--- config.mk ---
export PLATFORM = sky130hd
export DESIGN_NAME = watch_time_core
export DESIGN_NICKNAME = d
export VERILOG_FILES = /design/src/rtl/watch_pkg.sv /design/src/rtl/watch_key_ctrl.sv /design/src/rtl/watch_time_core.sv
export SDC_FILE = /design/constraint.sdc
export NUM_CORES = 1
export LEC_CHECK = 0
export CORE_MARGIN = 5
export CORE_UTILIZATION = 45
export DETAILED_ROUTE_END_ITERATION = 16
export GPL_ROUTABILITY_DRIVEN = 0
export PLACE_DENSITY_LB_ADDON = 0.12
export REMOVE_ABC_BUFFERS = 1
export SLEW_MARGIN = 25
export SYNTH_ARGS = -nofsm -noshare
export SYNTH_HDL_FRONTEND = slang
export SYNTH_HIERARCHICAL = 1
export SYNTH_SLANG_ARGS = --single-unit
--- constraint.sdc ---
create_clock -name clk2hz -period 2.79 [get_ports clk2hz]
set_clock_uncertainty 0.2 [all_clocks]
set_input_delay 0.4185 -clock clk2hz [delete_from_list [all_inputs] [get_ports clk2hz]]
set_output_delay 0.4185 -clock clk2hz [all_outputs]
set_load 0.01 [all_outputs]
--- src/rtl/watch_pkg.sv ---
// Shared constants for the watch timekeeping and display stages.
package watch_pkg;

  localparam logic MODE_NORMAL  = 1'b0;
  localparam logic MODE_SETTING = 1'b1;

  localparam logic [2:0] POS_HOUR = 3'b100;
  localparam logic [2:0] POS_MIN  = 3'b010;
  localparam logic [2:0] POS_SEC  = 3'b001;
  localparam logic [2:0] POS_NONE = 3'b000;

  localparam int DEF_HOUR_MAX = 23;
  localparam int DEF_MIN_MAX  = 59;

  typedef enum logic [1:0] {
    ST_NORMAL,
    ST_SET_HOUR,
    ST_SET_MIN,
    ST_SET_SEC
  } watch_state_t;

  // Field increment that rolls over to zero after its maximum, with no carry.
  function automatic logic [5:0] wrap_inc(input logic [5:0] value, input logic [5:0] max_val);
    return (value >= max_val) ? 6'd0 : value + 6'd1;
  endfunction

endpackage

--- src/rtl/watch_key_ctrl.sv ---
// Button edge detection and increment hold/auto-repeat pacing for the watch.
module watch_key_ctrl
  import watch_pkg::*;
#(
  parameter int REPEAT_DLY = 2
) (
  input  logic reset,
  input  logic clk2hz,
  input  logic sw_mode,
  input  logic sw_pos,
  input  logic sw_inc,
  input  logic setting,
  output logic mode_evt,
  output logic pos_evt,
  output logic inc_evt
);

  localparam int             CW  = $clog2(REPEAT_DLY + 1);
  localparam logic [CW-1:0]  DLY = CW'(REPEAT_DLY);

  logic          prev_mode;
  logic          prev_pos;
  logic          prev_inc;
  logic [CW-1:0] hold_cnt;
  logic          mode_edge;
  logic          pos_edge;
  logic          inc_edge;
  logic          inc_repeat;

  assign mode_edge  = sw_mode & ~prev_mode;
  assign pos_edge   = sw_pos & ~prev_pos;
  assign inc_edge   = sw_inc & ~prev_inc;
  assign inc_repeat = sw_inc & prev_inc & (hold_cnt == DLY);

  // mode beats pos beats inc; pos and inc only matter while setting
  assign mode_evt = mode_edge;
  assign pos_evt  = setting & pos_edge & ~mode_edge;
  assign inc_evt  = setting & ~mode_edge & ~pos_evt & (inc_edge | inc_repeat);

  // A zero count while the button stays high means "locked until a fresh press".
  always_ff @(posedge clk2hz or negedge reset) begin
    if (!reset) begin
      prev_mode <= 1'b0;
      prev_pos  <= 1'b0;
      prev_inc  <= 1'b0;
      hold_cnt  <= '0;
    end else begin
      prev_mode <= sw_mode;
      prev_pos  <= sw_pos;
      prev_inc  <= sw_inc;
      if (mode_evt || pos_evt || !sw_inc)
        hold_cnt <= '0;
      else if (inc_edge)
        hold_cnt <= CW'(1);
      else if (hold_cnt != '0 && hold_cnt != DLY)
        hold_cnt <= hold_cnt + CW'(1);
    end
  end

endmodule

--- src/rtl/watch_time_core.sv ---
// Watch timekeeping counters and the normal/setting mode state machine.
module watch_time_core
  import watch_pkg::*;
#(
  parameter int HOUR_MAX   = DEF_HOUR_MAX,
  parameter int MIN_MAX    = DEF_MIN_MAX,
  parameter int REPEAT_DLY = 2
) (
  input  logic       reset,
  input  logic       clk2hz,
  input  logic       sw_mode,
  input  logic       sw_pos,
  input  logic       sw_inc,
  output logic       mode,
  output logic [2:0] set_pos,
  output logic [4:0] dc_hour,
  output logic [5:0] dc_min,
  output logic [5:0] dc_sec,
  output logic       tick_1hz
);

  localparam logic [5:0] H_MAX = 6'(HOUR_MAX);
  localparam logic [5:0] M_MAX = 6'(MIN_MAX);

  watch_state_t state;
  logic         phase;
  logic         mode_evt;
  logic         pos_evt;
  logic         inc_evt;

  watch_key_ctrl #(.REPEAT_DLY(REPEAT_DLY)) u_keys (
    .reset    (reset),
    .clk2hz   (clk2hz),
    .sw_mode  (sw_mode),
    .sw_pos   (sw_pos),
    .sw_inc   (sw_inc),
    .setting  (mode),
    .mode_evt (mode_evt),
    .pos_evt  (pos_evt),
    .inc_evt  (inc_evt)
  );

  // Any mode change restarts the half-second phase so the first second after
  // leaving setting mode takes a full two ticks.
  always_ff @(posedge clk2hz or negedge reset) begin
    if (!reset) begin
      state    <= ST_NORMAL;
      mode     <= MODE_NORMAL;
      set_pos  <= POS_NONE;
      dc_hour  <= '0;
      dc_min   <= '0;
      dc_sec   <= '0;
      phase    <= 1'b0;
      tick_1hz <= 1'b0;
    end else begin
      tick_1hz <= 1'b0;
      if (mode_evt) begin
        phase <= 1'b0;
        if (state == ST_NORMAL) begin
          state   <= ST_SET_HOUR;
          mode    <= MODE_SETTING;
          set_pos <= POS_HOUR;
        end else begin
          state   <= ST_NORMAL;
          mode    <= MODE_NORMAL;
          set_pos <= POS_NONE;
        end
      end else begin
        case (state)
          ST_NORMAL: begin
            phase <= ~phase;
            if (phase) begin
              tick_1hz <= 1'b1;
              dc_sec   <= wrap_inc(dc_sec, M_MAX);
              if (dc_sec == M_MAX) begin
                dc_min <= wrap_inc(dc_min, M_MAX);
                if (dc_min == M_MAX)
                  dc_hour <= 5'(wrap_inc({1'b0, dc_hour}, H_MAX));
              end
            end
          end
          ST_SET_HOUR: begin
            if (pos_evt) begin
              state   <= ST_SET_MIN;
              set_pos <= POS_MIN;
            end else if (inc_evt) begin
              dc_hour <= 5'(wrap_inc({1'b0, dc_hour}, H_MAX));
            end
          end
          ST_SET_MIN: begin
            if (pos_evt) begin
              state   <= ST_SET_SEC;
              set_pos <= POS_SEC;
            end else if (inc_evt) begin
              dc_min <= wrap_inc(dc_min, M_MAX);
            end
          end
          ST_SET_SEC: begin
            if (pos_evt) begin
              state   <= ST_SET_HOUR;
              set_pos <= POS_HOUR;
            end else if (inc_evt) begin
              dc_sec <= wrap_inc(dc_sec, M_MAX);
            end
          end
        endcase
      end
    end
  end

endmodule

==> run_results.csv, run 1 <==
group,metric,value,unit
final_layout,final_util,58.6,%
floorplan,start_util,47.5,%
timing,hold_viol,0,
yosys,synth_top_area_share,42.2,%
setup_path,arrival,2.35,ns
global_route,grt_antenna_before_repair,0,
yosys,synth_ff_type,"dfrtp_1",
global_route,overflow,0,
route,dr.pass1.iters,4,
yosys,ys_seq_area_share,42.2,%
yosys,ys_top_cells_by_count,"dfrtp_1 (30), o21ai_0 (12), nand2_1 (11), nor2_1 (11), ha_1 (10)",
placed_design,placed_cells,243,
setup_path,critical_path.cell_chain,"clkdlybuf4s50_1 > nor2b_4 > nand3b_4 > nor2_1 > nand2b_4 > a2111oi_4 > buf_4 > nand4_1 > o21ai_1",
placed_design,placed_area,2100,µm²
global_route,grt_usage,15.3,%
global_route,grt_pass1_vias,1369,
clock_network,cts_resized,0,
placed_design,dp_hpwl,2720,µm
run,maxCapViolations,0,
timing,worst_slew_pin_slew,0.383,ns
route,drc,0,
yosys,ys_ff_latch,30,
route,vias_per_cell,5.65,
floorplan,ios,27,
timing,finalMaxSlewViolations,0,
yosys,syn_inst,169,
floorplan,die_w,72.9,µm
power_and_ir_drop,leakagePower,0.916,nW
global_route,grt_max_degree,31,
yosys,async_reset_ff_share,100,%
timing,min_period,2.34,ns
clock_network,path_clk_slew,0.06,ns
yosys,synth_edf_count,0,
timing,max_slew_margin,74.5,%
final_layout,diodes,0,
floorplan,die_area,5310,µm²
route,vias,1419,
power_and_ir_drop,power,0.00205,W
timing,max_freq,0.427,GHz
clock_network,cts_tree,"done",
floorplan,core_area,3740,µm²
clock_network,cts_made_buffers,5,
final_layout,drive_gt1_share,14.3,%
setup_path,path_max_fanout,10,
final_layout,synthToLayoutAreaGrowth,23.3,%
route,drt_wl_total,3620,µm
clock_network,h-tree-depth,2,
clock_network,clkLatencyLatePin,0.28,ns
yosys,yosys_warnings,6,
floorplan,rows,22,
setup_path,path_class,"in -> reg",
timing,rsz0062_at_grt,"false",
final_layout,design_area,2190,µm²
power_and_ir_drop,power_density,937,nW/µm²
clock_network,cts_setup_buffers,0,
floorplan,die_y,72.9,µm
clock_network,cts_root_buf,"clkbuf_8",
route,drt_iter0_drc,64,
yosys,synth.most_common_cell,"dfrtp_1",
timing,tns,0,ns
global_route,grt_pass1_wl,6330,µm
yosys,yosys.area.top_type,"dfrtp_1",
yosys,synth_area,1780,µm²
route,wl_per_cell,14.4,µm
min_path,hold_class,"reg -> reg",
setup_path,worstSetupEndpointType,"flip-flop",
clock_network,clock-sinks,30,
final_layout,stdcell_count,251,
setup_path,slowest_delay,0.43,ns
yosys,syn_avg_cell_area,10.5,µm²
route,ant_nets,0,
setup_path,cp_top_family,"simple AND/OR/NAND/NOR gates",
timing,setup_viol_count_final,0,
timing,post-route-period-util,84.0,%
placed_design,port_buffers,26,
setup_path,path_buf_inv,2,
run_status,status,"finished clean",
yosys,yosysUniqueCellTypes,54,
setup_path,crit_slowest_cell,"clkdlybuf4s50_1",
setup_path,worst_setup_path_start_kind,"primary input",
setup_path,cp.required,2.79,ns
clock_network,cts_buffer_depth,2,
power_and_ir_drop,vdd_drop_max,0.498,mV
clock_network,postCtsHoldBufs,0,
final_layout,fin_nets,217,
yosys,synth_area_leaders,"dfrtp_1 (42%), ha_1 (7.0%), o21ai_0 (3.4%)",
## flip-flops by register name, summed over array words and instances, names as in the netlist, 2 cells and up
register,flops
dc_hour,5
dc_min,6
dc_sec,6
set_pos,3
state,2
u_keys/hold_cnt,2
## final timing paths
path	start	to	slack, ns	depth (start not counted)
worst min register to register	set_pos[0]$_DFFE_PN0P_	set_pos[0]$_DFFE_PN0P_	0.31	1
max in group asynchronous	reset	dc_sec[1]$_DFFE_PN0P_	1.78	2
worst min-delay path	set_pos[0]$_DFFE_PN0P_	set_pos[0]$_DFFE_PN0P_	0.31	1
worst max-delay path	sw_mode	dc_sec[3]$_DFFE_PN0P_	0.45	9
worst max register to register	u_keys/hold_cnt[0]$_DFFE_PN0P_	dc_sec[3]$_DFFE_PN0P_	0.57	9
min in group asynchronous	reset	u_keys/hold_cnt[1]$_DFFE_PN0P_	0.32	2
## power breakdown
group | internal, W | switching [W]
clock | 0.000198 | 0.000154
combinational | 0.000493 | 0.000471
sequential | 0.000567 | 0.000171
## metal layers
| layer | wire length [µm] | part of all wire (%) | vias to the layer above | global-route usage, % |
|---|---|---|---|---|
| li1 | - | - | 708 | - |
| met1 | 1650 | 45 | 668 | 19.9 |
| met2 | 1730 | 48 | 36 | 23.6 |
| met3 | 191 | 5.3 | 7 | 4.68 |
| met4 | 58 | 1.6 | 0 | 6.15 |
| met5 | 0 | 0 | - | 0 |
## cells in the final DEF (no fill, tap or decap), types with 2 or more instances in the layout
cell,synthesis,layout
ha_1,10,10
o21ai_0,12,12
nor3_1,3,3
dfrtp_1,30,30
clkdlybuf4s50_1,0,26
a211oi_1,2,2
nand4_1,3,3
o21ai_1,3,3
xnor2_1,2,2
nor3b_1,3,3
buf_4,2,5
mux2i_1,2,2
a32o_1,2,2
nand2b_1,2,2
mux2_2,4,4
o31ai_1,2,2
a21oi_1,5,5
inv_1,6,6
nor2_1,11,11
nor2b_1,4,4
nand3_1,5,5
o31ai_2,2,2
nand2_1,11,11
clkbuf_8,0,6
maj3_1,2,2
and3_1,4,4
a31oi_1,8,8
## cell type report
cell class | count | area, µm²
Timing Repair Buffer | 31 | 298
Multi-Input combinational cell | 128 | 971
Fill cell | 328 | 1550
Tap cell | 48 | 60.1
Clock inverter | 1 | 5.00
Clock buffer | 7 | 86.3
Sequential cell | 30 | 751
Inverter | 6 | 22.5
## cells by family (layout without fill, tap and decap cells)
group | count (synthesis) | count (layout) | share of synthesized area [%]
xor+xnor | 2 | 2 | 0.985
fa+ha+maj | 12 | 12 | 8.16
simple gates | 57 | 57 | 19.6
buf+inv | 11 | 45 | 3.23
flops | 30 | 30 | 42.2
compound gates | 51 | 51 | 22.2
mux | 6 | 6 | 3.66
## metrics by stage
step / hold slack (ns) / setup WS [ns]
floorplan: -0.0771 / 0.578
global placement: 0.296 / 0.224
detailed placement: 0.293 / 0.159
CTS: 0.317 / 0.454
global route: 0.332 / 0.321
finish: 0.312 / 0.447
(Power assumes the default switching activity.)
==> run 2: changes to the inputs <==
- clock period: 2.79 -> 2.06 ns (I/O delays scaled with it)
==> run 2 against run 1 <==
Sequential power increased by 32%. Power increased by 49%. Non-clock buffer count increased by 22. Worst setup slack got worse by 0.37 ns. Combinational power increased by 67%. Via count increased by 7.3%. First-iteration DRC count increased by 20%. Critical path depth decreased by 1. Core utilization increased by 7.0 points.
==> run_results.csv, run 2 (synthesis gave the netlist of run 1 again) <==
group,metric,value,unit
run_status,status,"finished clean",
power_and_ir_drop,power.share.switching,38.5,%
floorplan,die_w,72.9,µm
setup_path,worst_setup_path_start_kind,"primary input",
power_and_ir_drop,vdd_drop_max,0.708,mV
final_layout,synthToLayoutAreaGrowth,38.0,%
run,maxCapViolations,0,
final_layout,final_common_cell,"dfrtp_1",
clock_network,path_clk_slew,0.06,ns
clock_network,h-tree-depth,2,
setup_path,cp.required,2.07,ns
timing,finalMaxSlewViolations,0,
setup_path,crit_slowest_cell,"clkdlybuf4s50_1",
setup_path,slowest_delay,0.53,ns
route,wl_per_cell,14.8,µm
clock_network,cts_buffer_depth,2,
timing,rsz0062_at_grt,"true",
placed_design,dp_slack,-0.389,ns
route,ant_nets,0,
setup_path,arrival,1.99,ns
clock_network,cts_tree,"done",
final_layout,fin_nets,239,
power_and_ir_drop,p_seq_share,31.7,%
final_layout,regArea,751,µm²
power_and_ir_drop,internal-power,0.00188,W
setup_path,critical_path.cell_chain,"clkdlybuf4s50_1 > nand3b_4 > nor2_4 > nand2b_4 > a2111oi_4 > buf_4 > nand4_1 > o21ai_1",
final_layout,layout_common_cells,"dfrtp_1 (30), clkdlybuf4s50_1 (24), buf_4 (24)",
timing,max_slew_margin,74.2,%
timing,post-route-period-util,96.4,%
clock_network,cts_made_buffers,5,
timing,max_freq,0.504,GHz
floorplan,die_area,5310,µm²
timing,min_period,1.98,ns
final_layout,reg_top3,"dc_min (6), dc_sec (6), dc_hour (5)",
route,drt_iter0_drc,77,
route,dr.pass1.iters,4,
global_route,grt_pass1_vias,1524,
final_layout,drive_gt1_share,29.3,%
final_layout,final_util,65.6,%
setup_path,path_class,"in -> reg",
route,drc,0,
power_and_ir_drop,power,0.00306,W
route,vias_per_cell,5.58,
min_path,hold_class,"in -> async",
global_route,overflow,0,
timing,fin_ws,0.0750,ns
power_and_ir_drop,switching_power,0.00118,W
final_layout,multi_input_area,1050,µm²
floorplan,start_util,47.5,%
clock_network,cts_root_buf,"clkbuf_8",
placed_design,placed_cells,260,
setup_path,cp_top_family,"buffers and inverters",
setup_path,path_max_fanout,7,
route,vias,1523,
placed_design,dp_hpwl,2910,µm
clock_network,clock-sinks,30,
timing,setup_viol_count_final,0,
setup_path,worstSetupEndpointType,"flip-flop",
power_and_ir_drop,power_density,1250,nW/µm²
setup_path,path_buf_inv,2,
global_route,grt_max_degree,31,
floorplan,die_y,72.9,µm
final_layout,diodes,0,
timing,worst_slew_pin_slew,0.387,ns
setup_path,rrSetupSlack,0.09,ns
power_and_ir_drop,clkPwrFrac,15.7,%
timing,tns,0,ns
power_and_ir_drop,pwr-share-comb,52.6,%
floorplan,ios,27,
global_route,grt_usage,16.4,%
final_layout,n_fill_cell,306,
global_route,grt_pass1_wl,6980,µm
route,drt_wl_total,4040,µm
timing,hold_viol,0,
placed_design,port_buffers,26,
power_and_ir_drop,leakagePower,1.05,nW
global_route,grt_antenna_before_repair,0,
final_layout,stdcell_count,273,
floorplan,rows,22,
floorplan,core_area,3740,µm²
clock_network,clkLatencyLatePin,0.28,ns
==> run 2: cell types whose count changed in the layout (fill, tap and decap cells not counted), sizes merged <==
cell | before | now
buf | 5 | 25
clkdlybuf4s50 | 26 | 24
dlygate4sd3 | 0 | 2
dlymetal6s2s | 0 | 2
==> run 2: worst register-to-register path, delay by kind of cell (launching register included) <==
kind | cells | cell delay (ns)
buf+inv | 2 | 0.29
fa+ha+maj | 1 | 0.14
simple gates | 3 | 0.30
compound gates | 3 | 0.59
flops | 1 | 0.39
==> run 2: stage by stage <==
step	hold slack (ns)	cell area (µm²)
floorplan	-0.187	1740
CTS	0.240	2350
finish	0.222	2450
global route	0.266	2450
global placement	0.289	2230
detailed placement	0.291	2230
==> run 2: path summary, 6_finish.rpt <==
kind / cells after the start / from / end
setup reg to reg: 9 / u_keys/hold_cnt[0]$_DFFE_PN0P_ / dc_sec[4]$_DFFE_PN0P_
hold reg to reg: 1 / set_pos[0]$_DFFE_PN0P_ / set_pos[0]$_DFFE_PN0P_
hold / removal: 2 / reset / u_keys/hold_cnt[1]$_DFFE_PN0P_
setup / recovery: 8 / sw_inc / dc_sec[4]$_DFFE_PN0P_
min in group clk2hz: 1 / set_pos[0]$_DFFE_PN0P_ / set_pos[0]$_DFFE_PN0P_
max in group asynchronous: 2 / reset / dc_hour[1]$_DFFE_PN0P_
==> run 2: cell type report <==
cell class                      count  area share [%]
Inverter                            6           0.917
Clock inverter                      1           0.204
Sequential cell                    30            30.6
Clock buffer                        7            3.52
Timing Repair Buffer               53            19.4
Multi-Input combinational cell    128            42.9
Tap cell                           48            2.45
==> run 2: per-layer routing <==
metal	vias up	global-route usage, %	wire [µm]	share of wire (%)
li1	752	-	-	-
met1	740	20.6	1850	46
met2	25	28.6	1990	49
met3	6	3.99	160	4.0
met4	0	3.69	31	0.77
met5	-	0	0	0
==> run 2: repair_timing <==
action,CTS,global route
resized for setup,10,16
endpoints found under the setup margin,14,17
hold buffers,0,2
pin swaps,4,10
buffers inserted,0,3
endpoints found under the hold margin,0,2
==> run 2: power by group through the flow <==
stage / registers [W] / clock network [W] / logic [W]
4_1_cts: 0.000968 / 0.000491 / 0.00153
3_3_place_gp: 0.000949 / 0 / 0.00144
2_1_floorplan: 0.00102 / 0 / 0.000763
6_report: 0.000971 / 0.000479 / 0.00161
3_5_place_dp: 0.000975 / 0 / 0.00148
5_1_grt: 0.00100 / 0.000522 / 0.00177
==> run 3: changes to the inputs <==
- CTS_CLUSTER_DIAMETER: default -> 100
==> results of run 3 <==
Same layout as run 2: the final DEF is identical, and so are final timing and power.
